<file path="config.mk">
export PLATFORM = sky130hd
export DESIGN_NAME = ptp_pps_gen
export DESIGN_NICKNAME = d
export VERILOG_FILES = /design/src/rtl/ptp_pps_gen.sv
export SDC_FILE = /design/constraint.sdc
export NUM_CORES = 1
export LEC_CHECK = 0
export CAP_MARGIN = 25
export CORE_UTILIZATION = 35
export DETAILED_ROUTE_END_ITERATION = 8
export GPL_ROUTABILITY_DRIVEN = 0
export PLACE_DENSITY = 0.64
export SYNTH_ARGS = -nofsm -noshare
export SYNTH_HDL_FRONTEND = slang
export SYNTH_SLANG_ARGS = --single-unit
</file>
<file path="constraint.sdc">
create_clock -name rtc_clk -period 9.1 [get_ports rtc_clk]
set_input_delay 1.82 -clock rtc_clk [delete_from_list [all_inputs] [get_ports rtc_clk]]
set_output_delay 1.82 -clock rtc_clk [all_outputs]
set_load 0.005 [all_outputs]
</file>
<file path="src/rtl/ptp_pps_gen.sv">
// ptp_pps_gen: pulse-per-second generator aligned to natural seconds
// rollovers, plus a one-shot target-time trigger, all in rtc_clk domain.
module ptp_pps_gen #(
    parameter logic [31:0] NS_MAX     = 32'd999_999_999,
    parameter logic [31:0] PW_DEFAULT = 32'd500_000_000
) (
    input  logic        rtc_clk,
    input  logic        rtc_rst_n,
    input  logic [79:0] rtc_std_i,
    input  logic        pps_en_i,
    input  logic [31:0] pulse_width_i,
    input  logic [79:0] target_time_i,
    input  logic        target_arm_i,
    input  logic        target_cancel_i,
    output logic        pps_o,
    output logic [47:0] pps_sec_o,
    output logic [31:0] pps_cnt_o,
    output logic        target_pend_o,
    output logic        target_hit_o,
    output logic        target_err_o
);

    typedef enum logic {
        S_IDLE  = 1'b0,
        S_ARMED = 1'b1
    } trg_st_t;

    logic [79:0] r_cur;
    logic [47:0] r_prv_sec;
    logic [1:0]  r_vld;
    logic        r_pps;
    logic [47:0] r_pps_sec;
    logic [31:0] r_pps_cnt;
    trg_st_t     r_st;
    logic [79:0] r_tgt;
    logic        r_hit;
    logic        r_err;

    logic [47:0] w_cur_sec;
    logic [31:0] w_cur_ns;
    logic [31:0] w_pw_eff;
    logic        w_roll;
    logic        w_start;
    logic        w_end;
    logic        w_arm_bad;
    trg_st_t     w_st_nxt;
    logic [79:0] w_tgt_nxt;
    logic        w_hit_nxt;
    logic        w_err_nxt;

    assign w_cur_sec = r_cur[79:32];
    assign w_cur_ns  = r_cur[31:0];

    assign w_pw_eff = ((pulse_width_i == 32'd0) || (pulse_width_i > NS_MAX))
                    ? PW_DEFAULT : pulse_width_i;

    // r_vld[1] means prv holds a real sample, not the reset value
    assign w_roll  = r_vld[1] && (w_cur_sec == r_prv_sec + 48'd1);
    assign w_start = pps_en_i && w_roll;
    assign w_end   = (w_cur_ns >= w_pw_eff) || (w_cur_sec != r_pps_sec) ||
                     !pps_en_i;

    always_ff @(posedge rtc_clk or negedge rtc_rst_n) begin
        if (!rtc_rst_n) begin
            r_cur     <= '0;
            r_prv_sec <= '0;
            r_vld     <= '0;
        end else begin
            r_cur     <= rtc_std_i;
            r_prv_sec <= w_cur_sec;
            r_vld     <= {r_vld[0], 1'b1};
        end
    end

    always_ff @(posedge rtc_clk or negedge rtc_rst_n) begin
        if (!rtc_rst_n) begin
            r_pps     <= 1'b0;
            r_pps_sec <= '0;
            r_pps_cnt <= '0;
        end else if (w_start) begin
            r_pps     <= 1'b1;
            r_pps_sec <= w_cur_sec;
            r_pps_cnt <= r_pps_cnt + 32'd1;
        end else if (r_pps && w_end) begin
            r_pps     <= 1'b0;
        end
    end

    assign w_arm_bad = (target_time_i[31:0] > NS_MAX) ||
                       (target_time_i <= r_cur);

    always_comb begin
        w_st_nxt  = r_st;
        w_tgt_nxt = r_tgt;
        w_hit_nxt = 1'b0;
        w_err_nxt = 1'b0;
        case (r_st)
            S_IDLE: begin
                if (target_arm_i) begin
                    w_tgt_nxt = target_time_i;
                    if (w_arm_bad) w_err_nxt = 1'b1;
                    else           w_st_nxt  = S_ARMED;
                end
            end
            S_ARMED: begin
                if (target_cancel_i) begin
                    w_st_nxt = S_IDLE;
                end else if (target_arm_i) begin
                    w_tgt_nxt = target_time_i;
                    if (w_arm_bad) begin
                        w_err_nxt = 1'b1;
                        w_st_nxt  = S_IDLE;
                    end
                end else if (r_cur >= r_tgt) begin
                    w_hit_nxt = 1'b1;
                    w_st_nxt  = S_IDLE;
                end
            end
            default: w_st_nxt = S_IDLE;
        endcase
    end

    always_ff @(posedge rtc_clk or negedge rtc_rst_n) begin
        if (!rtc_rst_n) begin
            r_st  <= S_IDLE;
            r_tgt <= '0;
            r_hit <= 1'b0;
            r_err <= 1'b0;
        end else begin
            r_st  <= w_st_nxt;
            r_tgt <= w_tgt_nxt;
            r_hit <= w_hit_nxt;
            r_err <= w_err_nxt;
        end
    end

    assign pps_o         = r_pps;
    assign pps_sec_o     = r_pps_sec;
    assign pps_cnt_o     = r_pps_cnt;
    assign target_pend_o = (r_st == S_ARMED);
    assign target_hit_o  = r_hit;
    assign target_err_o  = r_err;

endmodule

</file>
==> metrics.txt <==
# TYPE chip_impl_metric gauge
chip_impl_info{name="outcome",value="completed"} 1
chip_impl_metric{name="die_height",unit="µm"} 224
chip_impl_info{name="grt_busiest_layer",value="met2"} 1
chip_impl_info{name="timing.setup.critical_path_class",value="in2reg"} 1
chip_impl_metric{name="floorplan.initialDensity",unit="%"} 35.8
chip_impl_metric{name="grt_pass1_vias",unit=""} 14500
chip_impl_metric{name="post_synth_mux_area_share",unit="%"} 3.32
chip_impl_metric{name="critical_path.max_stage_delay",unit="ns"} 0.47
chip_impl_metric{name="netlist.area_leader.share",unit="%"} 42.7
chip_impl_metric{name="synth_xor_area_share",unit="%"} 7.63
chip_impl_metric{name="power_per_cell_area",unit="nW/µm²"} 157
chip_impl_metric{name="final_net_count",unit=""} 2413
chip_impl_info{name="worstHoldPathType",value="reg2reg"} 1
chip_impl_metric{name="placementRows",unit=""} 80
chip_impl_metric{name="fin_crit_sh",unit="%"} 59.0
chip_impl_info{name="crit_chain",value="clkdlybuf4s50_1 -> nor4_1 -> and3_1 -> nand3_1 -> o21ai_0 -> a41oi_1 -> buf_4 -> and2_1 -> ha_1 -> nand2b_1 -> a21o_1 -> a21o_1 -> a21o_1 -> a21o_1 -> a2111oi_0 -> nor4_1 -> o21ai_0 -> a211oi_1 -> o21ai_0"} 1
chip_impl_metric{name="vias_per_cell",unit=""} 5.29
chip_impl_metric{name="synth_area_in_simple_gates",unit="%"} 16.1
chip_impl_metric{name="layout_min_cycle_time",unit="ns"} 5.37
chip_impl_metric{name="setup-violations-final",unit=""} 0
chip_impl_metric{name="average_cell_area_after_synthesis",unit="µm²"} 9.98
chip_impl_metric{name="detail-route-antenna-nets",unit=""} 0
chip_impl_metric{name="remaining_overflow_grt",unit=""} 0
chip_impl_metric{name="cts_buffers",unit=""} 37
chip_impl_metric{name="io_buffer_count",unit=""} 280
chip_impl_info{name="postSynth.topFlopCell",value="dfrtp_1"} 1
chip_impl_info{name="post-synth-top-area-cell",value="dfrtp_1"} 1
chip_impl_metric{name="synth.yosys.warnings",unit=""} 0
chip_impl_metric{name="path_clk_slew",unit="ns"} 0.06
chip_impl_metric{name="final.setup_skew",unit="ns"} 0.0231
chip_impl_info{name="ctsRootBufferMaster",value="clkbuf_16"} 1
chip_impl_metric{name="r2r_slack",unit="ns"} 4.65
chip_impl_metric{name="dp_worst_setup_slack",unit="ns"} 3.25
chip_impl_metric{name="static-leakage-power",unit="nW"} 9.96
chip_impl_metric{name="synth_compound_area_share",unit="%"} 11.3
chip_impl_metric{name="post_synth_fa_ha_maj_area_fraction",unit="%"} 14.1
chip_impl_info{name="timing.critical_path.from_type",value="input port"} 1
chip_impl_metric{name="max_freq",unit="MHz"} 186
chip_impl_info{name="tritoncts",value="built"} 1
chip_impl_metric{name="synth.lib_cells_used.distinct",unit=""} 77
chip_impl_metric{name="max_slew_violation_count",unit=""} 0
chip_impl_metric{name="latest_clock_arrival_within_the_worst_skew_pair",unit="ns"} 0.57
chip_impl_metric{name="holdBufCountCts",unit=""} 0
chip_impl_metric{name="antenna_found_initial",unit=""} 6
chip_impl_info{name="ys_top_cells_by_area",value="dfrtp_1 43%, ha_1 14%, xnor2_1 5.2%"} 1
chip_impl_metric{name="synth-async-reset-ratio",unit="%"} 100
chip_impl_metric{name="grtUsageMet1",unit="%"} 28.9
chip_impl_metric{name="drc",unit=""} 0
chip_impl_metric{name="wire_length_of_the_first_global_routing_pass",unit="µm"} 83800
chip_impl_info{name="yosys-top-cells-count",value="294 x dfrtp_1, 194 x ha_1, 170 x inv_1"} 1
chip_impl_info{name="yosys.cell_count.top_type",value="dfrtp_1"} 1
chip_impl_metric{name="met2_usage",unit="%"} 35.5
chip_impl_metric{name="grt_start_max_net_pins",unit=""} 178
chip_impl_metric{name="ctsResizeCount",unit=""} 0
chip_impl_info{name="timing.critical_path.slowest_stage_cell",value="clkdlybuf4s50_1"} 1
chip_impl_metric{name="slew_headroom",unit="%"} 36.0
chip_impl_metric{name="worst-path-max-fanout",unit=""} 17
chip_impl_metric{name="cts_buffer_depth",unit=""} 3
chip_impl_metric{name="synth_sequential_area_ratio",unit="%"} 42.7
chip_impl_info{name="cp-end-kind",value="flip-flop"} 1
chip_impl_metric{name="num_vias",unit=""} 14300
chip_impl_metric{name="worst_slew_pin_slew",unit="ns"} 0.959
chip_impl_metric{name="flop_and_latch_count_out_of_synthesis",unit=""} 294
chip_impl_metric{name="routedWlPerCell",unit="µm"} 20.0
chip_impl_info{name="cp_common_cell",value="a21o_1"} 1
chip_impl_metric{name="ioPinCount",unit=""} 281
chip_impl_metric{name="fin_ws",unit="ns"} 3.73
chip_impl_metric{name="cts_num_sinks",unit=""} 294
chip_impl_metric{name="synth-edff-count",unit=""} 0
chip_impl_metric{name="dieWidth",unit="µm"} 224
chip_impl_metric{name="cp.buffers_inverters",unit=""} 2
chip_impl_metric{name="design_power_total",unit="mW"} 3.45
chip_impl_metric{name="synth_area",unit="µm²"} 17200
chip_impl_metric{name="grt_use_met3",unit="%"} 4.71
chip_impl_metric{name="irDropWorstVdd",unit="mV"} 0.113
chip_impl_metric{name="route.final.wire_length",unit="µm"} 54300
chip_impl_metric{name="grt.total_usage",unit="%"} 21.9
chip_impl_metric{name="post_cts.repair.setup_buffers",unit=""} 0
chip_impl_metric{name="fraction_of_final_layout_cells_sized_beyond_drive_strength_1",unit="%"} 6.68
chip_impl_metric{name="drt-pass1-iter-count",unit=""} 5
chip_impl_info{name="synth_top_family_by_area",value="simple AND/OR/NAND/NOR gates"} 1
chip_impl_metric{name="cp_data_required_time",unit="ns"} 9.58
chip_impl_metric{name="placeableCoreArea",unit="µm²"} 48100
chip_impl_metric{name="h-tree-depth",unit=""} 2
chip_impl_metric{name="worst_hold_slack",unit="ns"} 0.350
chip_impl_metric{name="drt-initial-drc-count",unit=""} 862
chip_impl_metric{name="cp.arrival",unit="ns"} 5.86
chip_impl_metric{name="timing_hold_violations_final",unit=""} 0
chip_impl_metric{name="layout-area-overhead-vs-synth",unit="%"} 27.8
chip_impl_metric{name="fp.dieArea",unit="µm²"} 50100
chip_impl_metric{name="finalSetupTns",unit="ns"} 0
chip_impl_metric{name="netlist_instances",unit=""} 1725
chip_impl_metric{name="max_cap_violations",unit=""} 0
chip_impl_metric{name="post-dp-hpwl",unit="µm"} 42100
chip_impl_metric{name="final_core_utilization",unit="%"} 45.7
chip_impl_info{name="unrepaired_setup_endpoints_after_global_routing",value="false"} 1
chip_impl_info{name="critPathTopFamily",value="compound AO/OA/AOI/OAI gates"} 1
power breakdown:
group	leakage, nW	internal [mW]	total, mW	switching [mW]
Combinational	5.70	0.240	0.512	0.273
Sequential	3.65	1.37	1.44	0.0684
Clock	0.610	0.897	1.50	0.605
Total	9.96	2.51	3.45	0.946
metal layers:
layer	routed length (µm)	share of wire, %
met3	3340	6.2
met2	24800	46
met5	22	0.041
met4	1600	2.9
met1	24500	45
area by class of cell:
cell class,instances,area (µm²)
Tap cell,656,821
Inverter,170,638
Clock inverter,12,146
Clock buffer,55,1090
Antenna cell,3,7.51
Multi-Input combinational cell,1230,9050
Timing Repair Buffer,289,2890
Fill cell,4556,26100
Sequential cell,294,7360
per-stage QoR:
step                area [µm²]  std cells
global placement         20800       2639
finish                   22000       2709
CTS                      22000       2706
floorplan                17200       1727
detailed placement       20800       2639
global route             22000       2708
worst reg2reg max path: stages, from the launching register on:
cell	delay, ns
dfrtp_1	0.43
ha_1	0.25
nand3_1	0.29
nor2_1	0.34
nand2_1	0.16
or2_2	0.32
xnor2_1	0.16
or4_1	0.54
nor4_4	0.50
and2_4	0.83
mux2_2	0.52
state kept, by name, summed over array words and instances, names as in the netlist:
register       count
pps_cnt_o         32
pps_o              1
pps_sec_o         48
r_cur             80
r_prv_sec         48
r_tgt             80
r_vld              2
target_err_o       1
target_hit_o       1
target_pend_o      1
worst paths after layout:
kind,cells past startpoint,to,start
hold reg to reg,0,r_vld[1],r_vld[0]
min in group asynchronous,1,r_cur[38],rtc_rst_n
setup reg to reg,10,pps_sec_o[38],r_prv_sec[0]
hold / removal,0,r_vld[1],r_vld[0]
max in group asynchronous,2,r_cur[69],rtc_rst_n
setup / recovery,19,pps_o,pulse_width_i[18]
cell families (layout without fill, tap and decap cells):
kind of cell	after synthesis	after routing
DFF	294	294
buffers and inverters	203	526
AOI/OAI and AO/OA	316	316
xor gates and xnor gates	150	150
other	1	6
muxes	51	51
and+or+nand+nor	516	516
adders and majority gates	194	194
cell usage in the layout (no fill, tap or decap), types with 4 or more instances in the layout:
| cell | synthesis | final |
|---|---|---|
| nor3_1 | 23 | 23 |
| nor2_1 | 67 | 67 |
| and2_1 | 12 | 12 |
| nor4_1 | 34 | 34 |
| a21o_1 | 52 | 52 |
| clkinv_2 | 0 | 5 |
| a211oi_1 | 10 | 10 |
| xnor2_1 | 103 | 103 |
| buf_4 | 1 | 8 |
| nand3_1 | 52 | 52 |
| o21ai_0 | 125 | 125 |
| clkdlybuf4s50_1 | 0 | 279 |
| dfrtp_1 | 294 | 294 |
| clkbuf_1 | 22 | 9 |
| clkbuf_16 | 0 | 38 |
| a21oi_1 | 63 | 62 |
| ha_1 | 194 | 194 |
| clkbuf_8 | 0 | 8 |
| xor2_1 | 47 | 47 |
| nand2_1 | 145 | 145 |
| inv_1 | 170 | 170 |
| nand4b_1 | 4 | 4 |
| mux2_1 | 7 | 7 |
| a2111oi_0 | 6 | 6 |
| nand2b_1 | 6 | 6 |
| or4_1 | 4 | 4 |
| and4_1 | 11 | 11 |
| a31oi_1 | 7 | 7 |
| o211ai_1 | 8 | 8 |
| nand4_1 | 97 | 97 |
| mux2_2 | 42 | 42 |
| o21a_1 | 8 | 8 |
| nor2b_1 | 14 | 14 |
| and3_1 | 13 | 13 |
No activity file was read; power rests on OpenSTA's default activity.
